<file path="config.mk">
export PLATFORM = sky130hd
export DESIGN_NAME = picosoc_irq_ctrl
export DESIGN_NICKNAME = d
export VERILOG_FILES = /design/src/rtl/picosoc_irq_pkg.sv /design/src/rtl/irq_sync_edge.sv /design/src/rtl/picosoc_irq_ctrl.sv
export SDC_FILE = /design/constraint.sdc
export NUM_CORES = 1
export LEC_CHECK = 0
export BUFFER_PORTS_ARGS = -buffer_cell sky130_fd_sc_hd__buf_2
export CORE_MARGIN = 2
export CORE_UTILIZATION = 26
export CTS_CLUSTER_SIZE = 12
export DETAILED_ROUTE_END_ITERATION = 7
export SLEW_MARGIN = 20
export SYNTH_ARGS = -nofsm -noshare
export SYNTH_HDL_FRONTEND = slang
export SYNTH_SLANG_ARGS = --single-unit
</file>
<file path="constraint.sdc">
create_clock -name clk_50m -period 2.72 [get_ports clk_50m]
set_input_delay 0.136 -clock clk_50m [delete_from_list [all_inputs] [get_ports clk_50m]]
set_output_delay 0.136 -clock clk_50m [all_outputs]
set_load 0.01 [all_outputs]
</file>
<file path="src/rtl/picosoc_irq_pkg.sv">
// ----------------------------------------------------------------------------
// picosoc_irq_pkg
//   Shared definitions for the picosoc interrupt controller:
//   - register offsets inside the 32-byte iomem window
//   - bus handshake FSM state encoding
//   - reset values of the software-visible registers and synchroniser flops
//   - small helper functions for channel and byte-lane masks
// ----------------------------------------------------------------------------
package picosoc_irq_pkg;

    // Register offsets, word aligned, relative to BASE_ADDR.
    localparam logic [4:0] OFS_PENDING  = 5'h00;
    localparam logic [4:0] OFS_ENABLE   = 5'h04;
    localparam logic [4:0] OFS_MODE     = 5'h08;
    localparam logic [4:0] OFS_POLARITY = 5'h0C;
    localparam logic [4:0] OFS_RAW      = 5'h10;
    localparam logic [4:0] OFS_SWSET    = 5'h14;

    // Size of the decoded register window in bytes.
    localparam logic [31:0] WINDOW_SPAN = 32'h0000_0020;

    // Bus handshake: one ACK cycle per accepted request.
    typedef enum logic {
        ST_IDLE = 1'b0,
        ST_ACK  = 1'b1
    } bus_state_e;

    // Register reset values (masked to NUM_IRQ bits at the point of use).
    localparam logic [31:0] RST_PENDING  = 32'h0000_0000;
    localparam logic [31:0] RST_ENABLE   = 32'h0000_0000;
    localparam logic [31:0] RST_MODE     = 32'h0000_0000;   // level mode
    localparam logic [31:0] RST_POLARITY = 32'hFFFF_FFFF;   // active-low pins

    // Synchroniser flops start at the idle-high pin level.
    localparam logic SYNC_RST_LEVEL = 1'b1;

    // Mask with the low n bits set; n = 32 yields all ones.
    function automatic logic [31:0] irq_mask(input int unsigned n);
        logic [32:0] one_hot;
        one_hot = 33'd1 << n;
        return 32'(one_hot - 33'd1);
    endfunction

    // Expand the four byte strobes into a 32-bit bit mask.
    function automatic logic [31:0] strb_mask(input logic [3:0] wstrb);
        return {{8{wstrb[3]}}, {8{wstrb[2]}}, {8{wstrb[1]}}, {8{wstrb[0]}}};
    endfunction

endpackage

</file>
<file path="src/rtl/irq_sync_edge.sv">
// ----------------------------------------------------------------------------
// irq_sync_edge
//   One interrupt channel front end: brings an asynchronous pin into the
//   clk_50m domain, applies the channel polarity and produces a one-cycle
//   rise pulse on each 0->1 transition of the resulting active level.
//
//   Ports
//     clk_50m   in   system clock
//     resetn    in   asynchronous active-low reset
//     irq_pin   in   raw asynchronous interrupt pin
//     polarity  in   1 = pin is active-low
//     active    out  synchronised, polarity-corrected level
//     rise      out  single-cycle pulse when active goes 0->1
// ----------------------------------------------------------------------------
module irq_sync_edge
    import picosoc_irq_pkg::*;
#(
    parameter int SYNC_STAGES = 2
) (
    input  logic clk_50m,
    input  logic resetn,
    input  logic irq_pin,
    input  logic polarity,
    output logic active,
    output logic rise
);

    logic [SYNC_STAGES-1:0] sync_q;
    logic                   active_d;

    // NOTE: sequential state is assigned with <= so every flop samples the
    // pre-edge value of its neighbours; blocking here would collapse the chain.
    always_ff @(posedge clk_50m or negedge resetn) begin
        if (!resetn) begin
            sync_q   <= {SYNC_STAGES{SYNC_RST_LEVEL}};
            active_d <= 1'b0;
        end else begin
            sync_q   <= {sync_q[SYNC_STAGES-2:0], irq_pin};
            active_d <= active;
        end
    end

    // active_d resets to 0, which matches an idle-high pin with the default
    // active-low polarity, so no spurious rise appears after reset.
    assign active = sync_q[SYNC_STAGES-1] ^ polarity;
    assign rise   = active & ~active_d;

endmodule

</file>
<file path="src/rtl/picosoc_irq_ctrl.sv">
// ----------------------------------------------------------------------------
// picosoc_irq_ctrl
//   Parametrised interrupt controller between external interrupt pins and
//   the picosoc CPU irq vector. Each channel has a synchroniser, selectable
//   edge/level mode and polarity. PENDING / ENABLE / MODE / POLARITY / RAW /
//   SWSET registers sit in a 32-byte window on the iomem bus.
//
//   Ports
//     clk_50m      in   system clock, 50 MHz
//     resetn       in   asynchronous active-low reset
//     irq_in       in   raw external interrupt pins (asynchronous)
//     iomem_valid  in   bus request
//     iomem_ready  out  one-cycle bus acknowledge
//     iomem_wstrb  in   byte write strobes, 4'b0000 = read
//     iomem_addr   in   byte address
//     iomem_wdata  in   write data
//     iomem_rdata  out  read data, valid while iomem_ready = 1, else 0
//     irq_out      out  registered PENDING & ENABLE
//     irq_any      out  registered OR of PENDING & ENABLE
// ----------------------------------------------------------------------------
module picosoc_irq_ctrl
    import picosoc_irq_pkg::*;
#(
    parameter int          NUM_IRQ     = 3,
    parameter int          SYNC_STAGES = 2,
    parameter logic [31:0] BASE_ADDR   = 32'h0300_0000
) (
    input  logic               clk_50m,
    input  logic               resetn,
    input  logic [NUM_IRQ-1:0] irq_in,
    input  logic               iomem_valid,
    output logic               iomem_ready,
    input  logic [3:0]         iomem_wstrb,
    input  logic [31:0]        iomem_addr,
    input  logic [31:0]        iomem_wdata,
    output logic [31:0]        iomem_rdata,
    output logic [NUM_IRQ-1:0] irq_out,
    output logic               irq_any
);

    // Bits at or above NUM_IRQ are held at zero by masking every update.
    localparam logic [31:0] IRQ_MASK = irq_mask(NUM_IRQ);

    // ------------------------------------------------------------------
    // Register state
    // ------------------------------------------------------------------
    logic [31:0] pending_q, enable_q, mode_q, polarity_q, swset_hold_q;
    logic [31:0] pending_d, enable_d, mode_d, polarity_d, swset_hold_d;

    // ------------------------------------------------------------------
    // Channel front ends
    // ------------------------------------------------------------------
    logic [NUM_IRQ-1:0] active_vec;
    logic [NUM_IRQ-1:0] rise_vec;
    logic [31:0]        active32;
    logic [31:0]        rise32;

    for (genvar i = 0; i < NUM_IRQ; i++) begin : g_chan
        irq_sync_edge #(
            .SYNC_STAGES (SYNC_STAGES)
        ) u_sync (
            .clk_50m  (clk_50m),
            .resetn   (resetn),
            .irq_pin  (irq_in[i]),
            .polarity (polarity_q[i]),
            .active   (active_vec[i]),
            .rise     (rise_vec[i])
        );
    end

    assign active32 = 32'(active_vec);
    assign rise32   = 32'(rise_vec);

    // ------------------------------------------------------------------
    // Bus decode
    // ------------------------------------------------------------------
    bus_state_e  state_q, state_d;
    logic        in_window;
    logic [4:0]  reg_sel;
    logic        wr_en;
    logic [31:0] wmask;
    logic [31:0] wbits;

    assign in_window = (iomem_addr >= BASE_ADDR) &&
                       ((iomem_addr - BASE_ADDR) < WINDOW_SPAN);
    assign reg_sel   = {iomem_addr[4:2], 2'b00};
    // Writes commit only in the ACK cycle, so an interrupted access never
    // leaves a partial update behind.
    assign wr_en     = (state_q == ST_ACK) && (iomem_wstrb != 4'b0000);
    assign wmask     = strb_mask(iomem_wstrb) & IRQ_MASK;
    assign wbits     = iomem_wdata & wmask;

    // ------------------------------------------------------------------
    // Bus handshake FSM
    // ------------------------------------------------------------------
    always_ff @(posedge clk_50m or negedge resetn) begin
        if (!resetn) begin
            state_q <= ST_IDLE;
        end else begin
            state_q <= state_d;
        end
    end

    // NOTE: every signal written in a combinational block gets a default at
    // the top, so no path through the case leaves it unassigned (no latch).
    always_comb begin
        state_d     = state_q;
        iomem_ready = 1'b0;
        unique case (state_q)
            ST_IDLE: begin
                if (iomem_valid && in_window) begin
                    state_d = ST_ACK;
                end
            end
            ST_ACK: begin
                // Always back to IDLE: a held request is acknowledged again
                // two cycles later rather than every cycle.
                iomem_ready = 1'b1;
                state_d     = ST_IDLE;
            end
        endcase
    end

    // Read mux: driven only during ACK, zero otherwise.
    always_comb begin
        iomem_rdata = 32'h0000_0000;
        if (state_q == ST_ACK) begin
            case (reg_sel)
                OFS_PENDING:  iomem_rdata = pending_q;
                OFS_ENABLE:   iomem_rdata = enable_q;
                OFS_MODE:     iomem_rdata = mode_q;
                OFS_POLARITY: iomem_rdata = polarity_q;
                OFS_RAW:      iomem_rdata = active32;
                default:      iomem_rdata = 32'h0000_0000;  // SWSET, reserved
            endcase
        end
    end

    // ------------------------------------------------------------------
    // Register file next-state
    // ------------------------------------------------------------------
    logic [31:0] w1c_bits;
    logic [31:0] swset_bits;
    logic [31:0] edge_next;
    logic [31:0] level_next;

    always_comb begin
        enable_d   = enable_q;
        mode_d     = mode_q;
        polarity_d = polarity_q;
        w1c_bits   = 32'h0000_0000;
        swset_bits = 32'h0000_0000;

        if (wr_en) begin
            case (reg_sel)
                OFS_PENDING:  w1c_bits   = wbits;
                OFS_ENABLE:   enable_d   = (enable_q   & ~wmask) | wbits;
                OFS_MODE:     mode_d     = (mode_q     & ~wmask) | wbits;
                OFS_POLARITY: polarity_d = (polarity_q & ~wmask) | wbits;
                OFS_SWSET:    swset_bits = wbits;
                default:      ;  // RAW and reserved offsets ignore writes
            endcase
        end

        // Software-set latch: set wins over a simultaneous W1C.
        swset_hold_d = (swset_bits | (swset_hold_q & ~w1c_bits)) & IRQ_MASK;

        // Edge channels: sticky, cleared by W1C, any set source wins.
        edge_next  = rise32 | swset_bits | (pending_q & ~w1c_bits);
        // Level channels: follow the pin, plus any held software set.
        level_next = active32 | swset_hold_d;

        pending_d  = ((mode_q & edge_next) | (~mode_q & level_next)) & IRQ_MASK;
    end

    always_ff @(posedge clk_50m or negedge resetn) begin
        if (!resetn) begin
            pending_q    <= RST_PENDING  & IRQ_MASK;
            enable_q     <= RST_ENABLE   & IRQ_MASK;
            mode_q       <= RST_MODE     & IRQ_MASK;
            polarity_q   <= RST_POLARITY & IRQ_MASK;
            swset_hold_q <= 32'h0000_0000;
        end else begin
            pending_q    <= pending_d;
            enable_q     <= enable_d;
            mode_q       <= mode_d;
            polarity_q   <= polarity_d;
            swset_hold_q <= swset_hold_d;
        end
    end

    // ------------------------------------------------------------------
    // Registered interrupt outputs
    // ------------------------------------------------------------------
    always_ff @(posedge clk_50m or negedge resetn) begin
        if (!resetn) begin
            irq_out <= '0;
            irq_any <= 1'b0;
        end else begin
            irq_out <= pending_q[NUM_IRQ-1:0] & enable_q[NUM_IRQ-1:0];
            irq_any <= |(pending_q & enable_q);
        end
    end

endmodule
</file>
==> results of run 1 <==
[through the flow]
step	std cells	cell area [sq um]
6_report	266	1900
5_1_grt	266	1900
4_1_cts	266	1900
3_5_place_dp	254	1770
3_3_place_gp	254	1770
2_1_floorplan	165	1690
[cell usage after synthesis]
master,instances
nand3_1,7
conb_1,1
mux2_4,3
clkbuf_2,1
dfrtp_1,20
and2_1,6
nor4_1,3
and4_2,1
and2_4,1
nor3_1,2
inv_1,4
nand2b_1,3
mux2_2,6
nor4b_1,3
nor2_1,2
buf_4,29
o21ai_0,3
a21boi_0,3
buf_6,1
xnor2_1,3
a32o_1,3
dfstp_2,9
buf_2,2
o2111ai_1,3
and3b_1,1
mux4_2,3
nor2_2,1
nor2b_1,4
or3_1,3
and3b_4,1
nand4_1,2
a22o_1,3
[metal layers]
| layer | GRT usage (%) | up-vias | wire, um |
|---|---|---|---|
| met4 | 4.00 | 0 | 33 |
| li1 | - | 533 | - |
| met5 | 0 | - | 0 |
| met1 | 13.1 | 537 | 1370 |
| met3 | 4.51 | 2 | 332 |
| met2 | 15.9 | 67 | 1470 |
[path summary, 6_finish.rpt]
kind | start | endpoint | cells after the start | slack, ns
worst min register to register | g_chan[2].u_sync.sync_q[0] | g_chan[2].u_sync.sync_q[1] | 0 | 0.35
worst max register to register | state_q | register | 3 | 1.09
max in group asynchronous | resetn | pending_q[0] | 2 | 1.86
worst max-delay path | state_q | register | 3 | 1.09
min in group asynchronous | resetn | async pin | 2 | 0.42
worst min-delay path | iomem_addr[27] | state_q | 4 | 0.09
[power by group through the flow]
stage / clock [mW] / sequential (mW) / combinational (mW)
finish: 0.349 / 0.448 / 0.0886
global route: 0.389 / 0.449 / 0.101
CTS: 0.363 / 0.448 / 0.0889
detailed placement: 0 / 0.456 / 0.0843
global placement: 0 / 0.455 / 0.0838
floorplan: 0 / 0.455 / 0.0714
[worst reg2reg max path: stages (launching register included)]
cell     delay [ns]
dfrtp_1        0.50
and3b_1        0.43
and3b_4        0.30
mux2_4         0.30
[layout make-up]
| class | instances | area [sq um] | area share (%) |
|---|---|---|---|
| clock buffers | 5 | 68.8 | 3.62 |
| flip-flops and latches | 29 | 737 | 38.8 |
| well taps | 75 | 93.8 | 4.94 |
| clock inverters | 3 | 17.5 | 0.922 |
| repair buffers | 51 | 275 | 14.5 |
| inverters | 4 | 15.0 | 0.791 |
| multi-input cells | 99 | 692 | 36.4 |
[cells by family (layout without fill, tap and decap cells)]
kind of cell | after synthesis | count (layout)
DFF | 29 | 29
other | 1 | 29
buffers and inverters | 37 | 63
AOI/OAI and AO/OA | 15 | 15
xor gates and xnor gates | 3 | 3
and+or+nand+nor | 40 | 40
muxes | 12 | 12
[what timing repair did]
item                      CTS  global route
hold buffers                4             0
hold endpoints to repair   23             0
setup buffers               0             0
==> run_results.csv, run 1 <==
group,metric,value,unit
outcome,status,"finished clean",
worst_hold_path,min_path_type,"input port to register",
global_routing,grt_max_degree,30,
placed_design,pre_cts_ws,1.07,ns
global_routing,grt_pass1_vias,1040,
drt,ant_nets,0,
clock_network,cts-buffers-inserted,5,
clock_network,clockBufferDepth,2,
drt,post_drt_wl_per_cell,12.0,um
setup_path,crit_family,"simple AND/OR/NAND/NOR gates",
synthesis,synth_top_family_by_area,"buffers and inverters",
sta,setup_viol_count_final,0,
setup_path,crit_path_cell_trace,"and3b_1, and3b_4, mux2_4",
sta,slew_violations,0,
power,p_total,886,uW
die,die_h,82.0,um
drt,route.vias.total,1139,
power,p_clk_share,39.4,%
die,rows,28,
global_routing,overflow,0,
placed_design,place_hpwl,2.33,mm
layout,fin_util,32.3,%
placed_design,gp_congestion,0.726,
power,p_seq_share,50.6,%
synthesis,muxShareOfSynthArea,11.4,%
power,p_leak,0.909,nW
clock_network,clk_latency,0.28,ns
layout,final_cell_mix,"buf_2 (47), conb_1 (29), dfrtp_1 (20)",
setup_path,endpoint_kind,"register",
global_routing,globalRouteTotalUtil,10.4,%
run,max-cap-violations,0,
synthesis,ys.warnings.count,0,
layout,antenna_cells,0,
sta,holdWs,0.0920,ns
setup_path,cp-start-kind,"register",
setup_path,cp_slowest_cell,"dfrtp_1",
synthesis,yosysTopAreaCell,"dfrtp_1",
synthesis,synth_area_leaders,"dfrtp_1 (32%), dfstp_2 (15%), buf_4 (14%)",
power,vdd_drop_max,0.000193,V
sta,setup_slack,1.09,ns
drt,drc,0,
synthesis,ys_types,32,
layout,nFillCells,633,
setup_path,cpPeakStageDelay,0.50,ns
sta,fin_crit,1.63,ns
clock_network,clock_sinks,29,
power,power_frac_comb,10.0,%
layout,nets,264,
sta,fin_crit_sh,59.9,%
die,io-pin-count,111,
global_routing,antenna_found_initial,0,
clock_network,ctsResizeCount,0,
die,die_area,6730,sq um
sta,slew_headroom,55.5,%
setup_path,critPathArrivalTime,1.80,ns
sta,fmaxAchievable,0.613,GHz
synthesis,synth_seq_cells,29,
clock_network,root_buffer,"clkbuf_8",
synthesis,ys_seq_area_share,46.6,%
drt,first_iter_violations,83,
clock_network,clkTransAtPathRegs,0.06,ns
layout,drive_gt1_share,41.9,%
drt,viasPerCell,4.28,
synthesis,synth_compound_area_share,7.59,%
drt,dr.pass1.iters,4,
setup_path,crit_fanout,9,
placed_design,port_buffers,47,
setup_path,crit_buf_inv,0,
die,die-width,82.0,um
setup_path,path_class,"register to register",
sta,finalClockSkew,0.00330,ns
drt,routed_wl,3.20,mm
layout,layout_commonest_cell,"buf_2",
synthesis,netlist_area,1580,sq um
global_routing,grt_pass1_wl,5.09,mm
synthesis,synth-simple-area-share,16.2,%
setup_path,crit_required,2.89,ns
synthesis,syn_inst,137,
layout,syn_to_final_growth,20.0,%
sta,finalHoldViolations,0,
synthesis,synth-xor-area-share,1.66,%
sta,rsz0062_at_grt,"no",
sta,worst-slew-pin-transition,0.667,ns
synthesis,synth_fa_ha_area_share,0,%
power,swShare,25.9,%
synthesis,synth.top_cell.area_share,31.6,%
power,p_per_area,467,nW/um^2
sta,setup_tns,0,ns
die,core_area,5890,sq um
power,p_int,656,uW
clock_network,cts_tree,"yes",
die,initial_core_util,26.9,%
power,p_switching,230,uW
synthesis,synth.avg_cell_area,11.6,sq um
clock_network,ctsHtreeMaxLevel,2,
(Power assumes the default switching activity.)
==> run 2: changes to the inputs <==
==> constraint.sdc (replaced) <==
create_clock -name clk_50m -period 1.4 [get_ports clk_50m]
set_input_delay 0.07 -clock clk_50m [delete_from_list [all_inputs] [get_ports clk_50m]]
set_output_delay 0.07 -clock clk_50m [all_outputs]
set_load 0.01 [all_outputs]
==> run 2 against run 1 <==
The flow now finishes with violations (setup timing). Die area unchanged. Critical path type is now register to primary output. Clock power increased by 100%. Largest cell class unchanged. Non-clock buffer count increased by 15. Combinational power increased by 120%.
==> run_results.csv, run 2 (same netlist as run 1, synthesis figures left out) <==
group,metric,value,unit
sta,holdWs,0.0371,ns
clock_network,ctsHtreeMaxLevel,2,
setup_path,regToRegEndpoint,"pending_q[0]",
sta,setup_slack,-0.165,ns
global_routing,antenna_found_initial,0,
drt,drc,0,
sta,setup_viol_count_final,6,
sta,fin_crit,1.57,ns
sta,fin_crit_sh,112,%
drt,ant_nets,0,
global_routing,use_met1,13.4,%
worst_hold_path,min-delay-start,"iomem_addr[27]",
layout,layout_commonest_cell,"buf_2",
clock_network,cts_tree,"yes",
worst_hold_path,min_to,"state_q",
setup_path,crit_required,1.33,ns
clock_network,clock_sinks,29,
placed_design,place_hpwl,2.49,mm
sta,worst-slew-pin-transition,0.653,ns
sta,finalHoldViolations,0,
die,initial_core_util,26.9,%
setup_path,crit_fanout,2,
setup_path,reg2reg_depth,5,
worst_hold_path,holdPathStages,4,
drt,route.vias.total,1182,
drt,post_drt_wl_per_cell,11.8,um
die,die_area,6730,sq um
die,die_h,82.0,um
worst_hold_path,min_path_type,"input port to register",
clock_network,clk_latency,0.28,ns
sta,slew_headroom,56.5,%
power,p_total,1.77,mW
placed_design,gp_congestion,0.721,
global_routing,grt.met2_usage,17.2,%
drt,dr.pass1.iters,4,
setup_path,endpoint_kind,"primary output",
layout,fin_util,34.8,%
clock_network,root_buffer,"clkbuf_8",
placed_design,port_buffers,47,
global_routing,grt.busiest_layer,"met2",
global_routing,grt_max_degree,30,
global_routing,grt_pass1_wl,5.39,mm
drt,viasPerCell,4.21,
placed_design,pre_cts_ws,-0.0236,ns
clock_network,clkTransAtPathRegs,0.06,ns
power,p_leak,1.00,nW
sta,rsz0062_at_grt,"yes",
global_routing,grt_pass1_vias,1121,
die,io-pin-count,111,
sta,slew_violations,0,
layout,drive_gt1_share,47.1,%
clock_network,clockBufferDepth,2,
power,vdd_drop_max,0.000346,V
clock_network,cts-buffers-inserted,5,
power,p_per_area,864,nW/um^2
layout,nets,279,
drt,first_iter_violations,37,
outcome,status,"complete, but fails checks",
outcome,violations,"setup timing",
layout,final_cell_mix,"buf_2 (47), conb_1 (29), dfrtp_1 (20)",
sta,finalClockSkew,0.00413,ns
setup_path,critPathArrivalTime,1.50,ns
setup_path,path_class,"register to primary output",
sta,setup_tns,-0.615,ns
run,max-cap-violations,0,
sta,fmaxAchievable,0.639,GHz
layout,syn_to_final_growth,29.6,%
global_routing,globalRouteTotalUtil,10.8,%
setup_path,regToRegSetupSlack,-0.13,ns
die,die-width,82.0,um
global_routing,gr-usage-met3,4.18,%
die,core_area,5890,sq um
drt,routed_wl,3.33,mm
setup_path,cp-start-kind,"register",
global_routing,overflow,0,
layout,antenna_cells,0,
die,rows,28,
run 2: worst max-delay path by stage:
stage              from             end  slack (ns)  depth (start not counted)
6_report       register  iomem_rdata[2]       -0.17                          5
5_1_grt        register  iomem_rdata[2]       -0.23                          5
4_1_cts        register  iomem_rdata[2]       -0.18                          6
3_5_place_dp   register    pending_q[2]       -0.02                          4
3_3_place_gp   register    pending_q[2]       -0.01                          4
2_1_floorplan  register    pending_q[1]       0.008                          4
run 2: report_power, final:
group          total (mW)  switching, mW  internal, mW
registers           0.873        0.00971         0.864
clock network       0.701          0.301         0.400
logic               0.198          0.107        0.0905
total                1.77          0.418          1.35
run 2: timing repair:
action | in CTS | in global routing
gates cloned | 0 | 0
buffers inserted | 1 | 2
hold buffers | 4 | 0
pin swaps | 3 | 4
endpoints found under the setup margin | 6 | 6
endpoints found under the hold margin | 23 | 0
resized for setup | 6 | 4
run 2: layout make-up:
cell class | count | area (sq um)
fill | 630 | 3830
sequential | 29 | 737
multi-input combinational | 99 | 716
timing repair buffer | 66 | 399
tap | 75 | 93.8
clock buffer | 8 | 90.1
inverter | 4 | 15.0
run 2: stage by stage:
stage / cells / area, sq um
finish: 281 / 2050
global route: 281 / 2050
CTS: 279 / 2020
detailed placement: 266 / 1860
global placement: 266 / 1860
floorplan: 165 / 1690
run 2: layer usage:
layer	vias to the layer above	wire length (um)
li1	563	-
met1	551	1430
met2	65	1560
met3	3	308
met4	0	23
met5	-	0
run 2: worst max-delay path: stages, from the launching register on:
cell      delay [ns]
dfstp_2         0.38
buf_6           0.11
mux4_2          0.45
nand2b_1        0.08
a21boi_1        0.06
buf_2           0.14
==> run 3: changes to the inputs <==
--- a/config.mk
+++ b/config.mk
@@ -10,6 +10,7 @@
 export CORE_UTILIZATION = 26
 export CTS_CLUSTER_SIZE = 12
 export DETAILED_ROUTE_END_ITERATION = 7
+export HOLD_SLACK_MARGIN = 0.12
 export SLEW_MARGIN = 20
 export SYNTH_ARGS = -nofsm -noshare
 export SYNTH_HDL_FRONTEND = slang
==> run 3 against run 2 <==
The flow still finishes with violations (setup timing). Non-clock buffer count rose by 29. Routed wire length rose by 13%. Sequential power barely moved. Clock power fell by 0.7%. Largest power group unchanged. Worst setup slack improved by 0.00070 ns. Via count rose by 10%. Sequential share of layout area fell by 4.4 points. Hold slack improved by 0.12 ns.
==> run_results.csv, run 3 (same netlist as run 1, synthesis figures left out) <==
group,metric,value,unit
power,vdd_drop_max,0.000347,V
clock_network,clock_sinks,29,
drt,dr.pass1.iters,4,
placed_design,place_hpwl,2.49,mm
drt,first_iter_violations,39,
setup_path,cpPeakStageDelay,0.45,ns
die,core_area,5890,sq um
setup_path,cp-start-kind,"register",
die,die_h,82.0,um
setup_path,critPathArrivalTime,1.49,ns
drt,drc,0,
clock_network,clkTransAtPathRegs,0.06,ns
placed_design,port_buffers,47,
layout,final_cell_mix,"buf_2 (47), dlygate4sd3_1 (32), conb_1 (29)",
setup_path,path_class,"register to primary output",
placed_design,gp_congestion,0.721,
setup_path,cp_slowest_cell,"mux4_2",
clock_network,cts-buffers-inserted,5,
die,die-width,82.0,um
outcome,status,"complete, but fails checks",
layout,drive_gt1_share,41.7,%
sta,fin_crit_sh,112,%
drt,post_drt_wl_per_cell,12.1,um
die,die_area,6730,sq um
die,rows,28,
global_routing,overflow,0,
clock_network,clockBufferDepth,2,
sta,finalHoldViolations,0,
drt,viasPerCell,4.20,
sta,slew_headroom,56.2,%
outcome,violations,"setup timing",
sta,fmaxAchievable,0.639,GHz
global_routing,grt_max_degree,30,
sta,worst-slew-pin-transition,0.657,ns
layout,final_area,2340,sq um
sta,setup_viol_count_final,6,
layout,syn_to_final_growth,47.7,%
sta,fin_crit,1.56,ns
layout,nets,308,
power,p_total,1.83,mW
worst_hold_path,min_path_type,"input port to register",
clock_network,cts_tree,"yes",
global_routing,antenna_found_initial,0,
placed_design,dpl_cell_area,1860,sq um
drt,route.vias.total,1303,
layout,antenna_cells,0,
power,p_per_area,783,nW/um^2
die,initial_core_util,26.9,%
global_routing,globalRouteTotalUtil,12.2,%
layout,layout_commonest_cell,"buf_2",
sta,setup_slack,-0.165,ns
global_routing,grt_pass1_wl,6.12,mm
die,io-pin-count,111,
power,p_leak,1.12,nW
setup_path,endpoint_kind,"primary output",
run,max-cap-violations,0,
clock_network,clk_latency,0.28,ns
setup_path,crit_fanout,2,
layout,fin_util,39.7,%
drt,routed_wl,3.75,mm
placed_design,pre_cts_ws,-0.0236,ns
drt,ant_nets,0,
clock_network,ctsHtreeMaxLevel,2,
clock_network,root_buffer,"clkbuf_8",
setup_path,crit_required,1.33,ns
sta,finalClockSkew,0.00536,ns
global_routing,grt_pass1_vias,1296,
sta,slew_violations,0,
sta,rsz0062_at_grt,"yes",
setup_path,crit_path_cell_trace,"buf_6, mux4_2, nand2b_1, a21boi_1, buf_2",
-- run 3: cell types whose count changed in the layout (fill, tap and decap cells not counted), sizes merged --
cell | before | now
dlygate4sd3 | 4 | 32
buf | 62 | 63
-- run 3: critical path, delay by kind of cell, from the launching register on --
| kind | cells | cell delay (ns) |
|---|---|---|
| simple gates | 1 | 0.08 |
| buf+inv | 2 | 0.25 |
| mux | 1 | 0.45 |
| flops | 1 | 0.38 |
| compound gates | 1 | 0.06 |
-- run 3: final cells by class --
| class | count | area [sq um] |
|---|---|---|
| clock buffers | 8 | 90.1 |
| inverters | 4 | 15.0 |
| fillers | 597 | 3550 |
| well taps | 75 | 93.8 |
| multi-input cells | 99 | 716 |
| repair buffers | 95 | 687 |
| flip-flops and latches | 29 | 737 |
-- run 3: report_power, final --
part	internal, mW	switching [mW]	total, mW
registers	0.864	0.00941	0.873
logic	0.141	0.120	0.261
clock network	0.400	0.297	0.696
total	1.40	0.425	1.83
-- run 3: per-layer routing --
metal / part of all wire (%) / global-route usage, % / vias up
met5: 0 / 0 / -
met3: 7.3 / 4.40 / 3
met2: 48 / 20.2 / 63
met4: 0.56 / 3.50 / 0
met1: 44 / 14.8 / 617
li1: - / - / 620
-- run 3: worst paths after layout --
kind                                       startpoint                         end  slack (ns)  cells after the start
hold reg to reg            g_chan[1].u_sync.sync_q[0]  g_chan[1].u_sync.sync_q[1]        0.35                      0
max in group asynchronous                      resetn                   async pin        0.62                      2
hold / removal                            iomem_valid                     state_q        0.15                      4
setup / recovery                             register              iomem_rdata[2]       -0.16                      5
setup reg to reg                             register                pending_q[0]       -0.14                      5
min in group asynchronous                      resetn                   async pin        0.36                      2
-- run 3: timing repair --
item                                    in CTS  in global routing
endpoints found under the setup margin       6                  6
buffers inserted                             1                  3
pin swaps                                    3                  4
endpoints found under the hold margin       31                  0
hold buffers                                32                  0
resized for setup                            6                  4
-- run 3: through the flow --
stage	cells	hold WS, ns	TNS, ns
after floorplan	165	-0.226	0
after global placement	266	0.139	-0.0117
after detailed placement	266	0.138	-0.0351
after CTS	307	0.142	-0.558
after global routing	310	0.157	-0.998
final	310	0.155	-0.623
